## src/rtl/fifo_lane_packer_if.sv

```systemverilog
// Show-ahead FIFO read port, flush request and packed-word output stream of fifo_lane_packer.
// master is the packer's view; slave is the FIFO/consumer side.
interface fifo_lane_packer_if #(
  parameter int Width = 8,
  parameter int Lanes = 4
);
  localparam int LanesOW = $clog2(Lanes + 1);

  logic                   fifo_empty_i;
  logic [Width-1:0]       fifo_data_i;
  logic                   fifo_read_o;
  logic                   flush_i;
  logic [Width*Lanes-1:0] word_o;
  logic                   valid_o;
  logic                   ready_i;
  logic                   last_o;
  logic [LanesOW-1:0]     lanes_o;

  modport master (
    input  fifo_empty_i, fifo_data_i, flush_i, ready_i,
    output fifo_read_o, word_o, valid_o, last_o, lanes_o
  );

  modport slave (
    output fifo_empty_i, fifo_data_i, flush_i, ready_i,
    input  fifo_read_o, word_o, valid_o, last_o, lanes_o
  );
endinterface

```

## src/rtl/fifo_lane_packer.sv

```systemverilog
// Packs Lanes show-ahead FIFO elements into one wide word per valid/ready beat, with frame
// and flush boundaries emitted zero-padded; closing element popped at edge N is valid after N.
module fifo_lane_packer #(
  parameter int Width         = 8,
  parameter int Lanes         = 4,
  parameter int ElemsPerFrame = 10
) (
  input logic               clk_i,
  input logic               nrst_i,
  fifo_lane_packer_if.master bus
);
  localparam int LaneW   = $clog2(Lanes);
  localparam int FrameW  = (ElemsPerFrame > 1) ? $clog2(ElemsPerFrame) : 1;
  localparam int LanesOW = $clog2(Lanes + 1);
  localparam logic [LaneW-1:0]  LaneLast  = LaneW'(Lanes - 1);
  localparam logic [FrameW-1:0] FrameLast = FrameW'(ElemsPerFrame - 1);

  logic [LaneW-1:0]             lane_q, lane_d;
  logic [FrameW-1:0]            frame_q, frame_d;
  logic [Lanes-1:0][Width-1:0]  acc_q, acc_d;
  logic [Lanes-1:0][Width-1:0]  word_q, word_d;
  logic                         valid_q, valid_d;
  logic                         last_q, last_d;
  logic [LanesOW-1:0]           lanes_q, lanes_d;

  logic out_free, frame_end, closing, pop, flush_emit;

  // Only elements that would complete a word wait for the output register.
  always_comb begin
    out_free   = !valid_q || bus.ready_i;
    frame_end  = (frame_q == FrameLast);
    closing    = (lane_q == LaneLast) || frame_end || bus.flush_i;
    pop        = !bus.fifo_empty_i && (!closing || out_free);
    flush_emit = bus.flush_i && !pop && (lane_q != '0) && out_free;
  end

  always_comb begin
    lane_d  = lane_q;
    frame_d = frame_q;
    acc_d   = acc_q;
    word_d  = word_q;
    valid_d = valid_q && !bus.ready_i;
    last_d  = last_q;
    lanes_d = lanes_q;
    if (pop) begin
      acc_d[lane_q] = bus.fifo_data_i;
      if (closing) begin
        word_d  = acc_d;
        valid_d = 1'b1;
        last_d  = frame_end;
        lanes_d = LanesOW'(lane_q) + LanesOW'(1);
        acc_d   = '0;
        lane_d  = '0;
        frame_d = frame_end ? '0 : frame_q + FrameW'(1);
      end else begin
        lane_d  = lane_q + LaneW'(1);
        frame_d = frame_q + FrameW'(1);
      end
    end else if (flush_emit) begin
      // Partial word leaves mid-frame, so the frame count keeps running.
      word_d  = acc_q;
      valid_d = 1'b1;
      last_d  = 1'b0;
      lanes_d = LanesOW'(lane_q);
      acc_d   = '0;
      lane_d  = '0;
    end
  end

  always_ff @(posedge clk_i or negedge nrst_i) begin
    if (!nrst_i) begin
      lane_q  <= '0;
      frame_q <= '0;
      acc_q   <= '0;
      word_q  <= '0;
      valid_q <= 1'b0;
      last_q  <= 1'b0;
      lanes_q <= '0;
    end else begin
      lane_q  <= lane_d;
      frame_q <= frame_d;
      acc_q   <= acc_d;
      word_q  <= word_d;
      valid_q <= valid_d;
      last_q  <= last_d;
      lanes_q <= lanes_d;
    end
  end

  assign bus.fifo_read_o = pop;
  assign bus.word_o      = word_q;
  assign bus.valid_o     = valid_q;
  assign bus.last_o      = last_q;
  assign bus.lanes_o     = lanes_q;
endmodule
```

## src/flat_wrapper.sv

```systemverilog
// flat-port wrapper written by rule: the top's interface ports become plain ports
module fifo_lane_packer_flat 
#(
  parameter int Width         = 8,
  parameter int Lanes         = 4,
  parameter int ElemsPerFrame = 10
)
  (clk_i, nrst_i, bus_fifo_empty_i, bus_fifo_data_i, bus_flush_i, bus_ready_i, bus_fifo_read_o, bus_word_o, bus_valid_o, bus_last_o, bus_lanes_o);
  fifo_lane_packer_if #(.Width(Width), .Lanes(Lanes)) bus_i ();
  input logic clk_i;
  input logic nrst_i;
  input wire logic [$bits(bus_i.fifo_empty_i)-1:0] bus_fifo_empty_i;
  input wire logic [$bits(bus_i.fifo_data_i)-1:0] bus_fifo_data_i;
  input wire logic [$bits(bus_i.flush_i)-1:0] bus_flush_i;
  input wire logic [$bits(bus_i.ready_i)-1:0] bus_ready_i;
  output wire logic [$bits(bus_i.fifo_read_o)-1:0] bus_fifo_read_o;
  output wire logic [$bits(bus_i.word_o)-1:0] bus_word_o;
  output wire logic [$bits(bus_i.valid_o)-1:0] bus_valid_o;
  output wire logic [$bits(bus_i.last_o)-1:0] bus_last_o;
  output wire logic [$bits(bus_i.lanes_o)-1:0] bus_lanes_o;
  assign bus_i.fifo_empty_i = bus_fifo_empty_i;
  assign bus_i.fifo_data_i = bus_fifo_data_i;
  assign bus_i.flush_i = bus_flush_i;
  assign bus_i.ready_i = bus_ready_i;
  assign bus_fifo_read_o = bus_i.fifo_read_o;
  assign bus_word_o = bus_i.word_o;
  assign bus_valid_o = bus_i.valid_o;
  assign bus_last_o = bus_i.last_o;
  assign bus_lanes_o = bus_i.lanes_o;
  fifo_lane_packer #(.Width(Width), .Lanes(Lanes), .ElemsPerFrame(ElemsPerFrame)) u_core (.clk_i(clk_i), .nrst_i(nrst_i), .bus(bus_i));
endmodule
```

## config.mk

```make
export PLATFORM = sky130hd
export DESIGN_NAME = fifo_lane_packer_flat
export DESIGN_NICKNAME = d
export VERILOG_FILES = /design/src/rtl/fifo_lane_packer_if.sv /design/src/rtl/fifo_lane_packer.sv /design/src/flat_wrapper.sv
export SDC_FILE = /design/constraint.sdc
export NUM_CORES = 1
export LEC_CHECK = 0
export ABC_AREA = 1
export ABC_CLOCK_PERIOD_IN_PS = 3770
export BUFFER_PORTS_ARGS = -buffer_cell sky130_fd_sc_hd__buf_2
export CAP_MARGIN = 20
export CORE_MARGIN = 2
export CORE_UTILIZATION = 62
export DETAILED_ROUTE_END_ITERATION = 8
export HOLD_SLACK_MARGIN = 0.03
export PLACE_DENSITY = 0.85
export SYNTH_ARGS = -nofsm -noshare
export SYNTH_HDL_FRONTEND = slang
export SYNTH_SLANG_ARGS = --single-unit
```

## constraint.sdc

```tcl
create_clock -name clk_i -period 3.77 [get_ports clk_i]
set_clock_uncertainty 0.2 [all_clocks]
set_input_delay 0.754 -clock clk_i [delete_from_list [all_inputs] [get_ports clk_i]]
set_output_delay 0.754 -clock clk_i [all_outputs]
set_load 0.01 [all_outputs]
```

==> out/metrics.yaml <==
status: "completed"
finalSetupViolations: 0
diodes: 0
placed_cells: 625
min_path_type: "primary input to async pin"
grtUsageTotal: 0.2787
synthSimpleGateAreaFrac: 0.3892
crit_buf_inv: 1
crit_family: "simple AND/OR/NAND/NOR gates"
grt_max_degree: 44
yosysSeqAreaShare: 0.4735
firstDrtPassIters: 5
vias: 3632
synthTopCellsByArea: "dfrtp_1 (47%), nand2_1 (26%), nand4_1 (5.2%)"
synth-seq-cells: 75
grt_use_met1: 0.3650
dp_hpwl_um: 5833
cp-start-kind: "flop"
ir_worst_vdd_uv: 455.6
htreeDepth: 3
syn_area_per_cell_um2: 7.536
synth_xor_area_frac: 0
use_met3: 0.04748
ys_warn_count: 0
synth_async_sr_flop_share: 1.000
multi_input_area_mm2: 0.001821
placed_area_mm2: 0.004136
yosysTopAreaCell: "dfrtp_1"
cts.repair.resized: 0
clk_pin_slew_ns: 0.08
drv_slew: 0
seq_area_mm2: 0.001877
post-route-util: 0.7028
overflow: 0
reg2reg_depth: 8
grt_pass1_wl_um: 15960
synthCells: 526
drive_above_1_share: 0.1522
worst_path_max_delay_cell: "dfrtp_1"
yosysMostFrequentCell: "nand2_1"
nFillCells: 520
clock_path_buffers: 2
static-leakage-power_nw: 2.518
wl_per_cell_um: 14.83
synth_compound_area_frac: 0.05114
portBuffers: 50
design_power_total_mw: 3.244
die_h_um: 83.96
synth_top_family_by_area: "simple AND/OR/NAND/NOR gates"
finalSetupTns_ns: 0
path_max_fanout: 30
finalInstanceArea_mm2: 0.004412
die_x_um: 83.96
busiest_layer: "met2"
path_cells: "ha_1, nor2_1, nand3_4, nand2_4, buf_2"
relSlewSlack: 0.5311
r2r_slack_ns: 1.04
slowest_delay_ns: 0.42
drc: 0
synth_adder_area_share: 0.01894
synth_cell_types: 25
syn_nets: 545
hold_viol_final: 0
drtIter0Drc: 387
fin_crit_ns: 2.995
core_mm2: 0.006277
period_share: 0.7944
start_util: 0.6315
max_freq_mhz: 333.9
cts.sinks: 75
power_density_mw_per_mm2: 735.2
final_cells: 642
antenna_found_initial: 0
cp.arrival_ns: 2.04
cp.depth: 5
clk_latency_ns: 0.35
row_count: 29
fin_nets: 579
use_met2: 0.4625
tightestPinTransition_ns: 0.7009
maxCapViolCount: 0
cts_buffers: 9
dp_worst_setup_slack_ns: 1.017
rsz0062_at_grt: "no"
required_ns: 2.82
synth_top_cell_area_share: 0.4735
vias_per_cell: 5.657
ys.flop_type: "dfrtp_1"
yosys-mux-area-fraction: 0
cp-end-kind: "output port"
hold_ws_ns: 0.2252
path_class: "flop to output port"
hold_buffers: 0
area_growth_pct: 11.30
cts_tree: "done"
ios: 51
grt_pass1_vias: 3484
gp_congestion: 0.8807
post_cts_buffers: 0
synth_common_cells: "nand2_1 (279), dfrtp_1 (75), nand3_1 (37)"
synth_edf_count: 0
drt_wl_total_um: 9524
postRouteAntennaNets: 0
netlist_area_mm2: 0.003964
root_buffer: "clkbuf_8"
die_area_mm2: 0.007048
fin_ws_ns: 0.7752
## where the power goes
part	internal [mW]	switching (mW)	total, mW
Combinational	0.404	0.834	1.24
Clock	0.493	0.301	0.794
Sequential	1.05	0.163	1.21
Total	1.95	1.30	3.24
## area by class of cell
cell class                      instances  area share
Tap cell                               77     0.02184
Timing Repair Buffer                   57     0.07033
Multi-Input combinational cell        405      0.4126
Sequential cell                        75      0.4254
Inverter                               12     0.01078
Clock buffer                           12     0.03744
Clock inverter                          4     0.02155
## layout by cell type (no fill, tap or decap), types with 2 or more instances in the layout
cell / Yosys / routed
o21ai_0: 10 / 10
nand3_2: 2 / 2
a21oi_1: 2 / 2
o21ai_1: 24 / 24
or2_2: 2 / 2
nand2_2: 2 / 2
nand2_1: 279 / 279
nand3_4: 2 / 2
dfrtp_1: 75 / 75
inv_1: 9 / 9
bufinv_16: 0 / 3
inv_2: 2 / 2
nor2_1: 2 / 2
ha_1: 6 / 6
buf_4: 16 / 6
buf_2: 7 / 50
nand4_1: 33 / 33
nand3_1: 37 / 37
clkbuf_8: 0 / 12
## kinds of logic after synthesis
group / after synthesis
fa+ha+maj: 6
buf+inv: 46
flops: 75
simple gates: 361
compound gates: 38
## layer usage
metal	routed length [µm]	vias up
li1	-	1763
met1	4020	1702
met2	4685	145
met3	642	22
met4	177	0
met5	0	-
## path summary, 6_finish.rpt
kind | from | end
max reg2reg | u_core.lane_q[0]$_DFFE_PN0P_ | u_core.bus.word_o[24]$_DFFE_PN0P_
min in group clk_i | u_core.bus.word_o[14]$_DFFE_PN0P_ | u_core.bus.word_o[14]$_DFFE_PN0P_
max in group asynchronous | nrst_i | u_core.acc_q[10]$_DFFE_PN0P_
min reg2reg | u_core.bus.word_o[14]$_DFFE_PN0P_ | u_core.bus.word_o[14]$_DFFE_PN0P_
min | nrst_i | u_core.frame_q[3]$_DFFE_PN0N_
max | u_core.lane_q[0]$_DFFE_PN0P_ | bus_fifo_read_o
## sequential cells by signal (all words and copies together), names as in the netlist
signal              cells
u_core.frame_q          4
u_core.bus.valid_o      1
u_core.acc_q           32
u_core.bus.last_o       1
u_core.lane_q           2
u_core.bus.lanes_o      3
u_core.bus.word_o      32
Power figures use the tool's default switching activity.
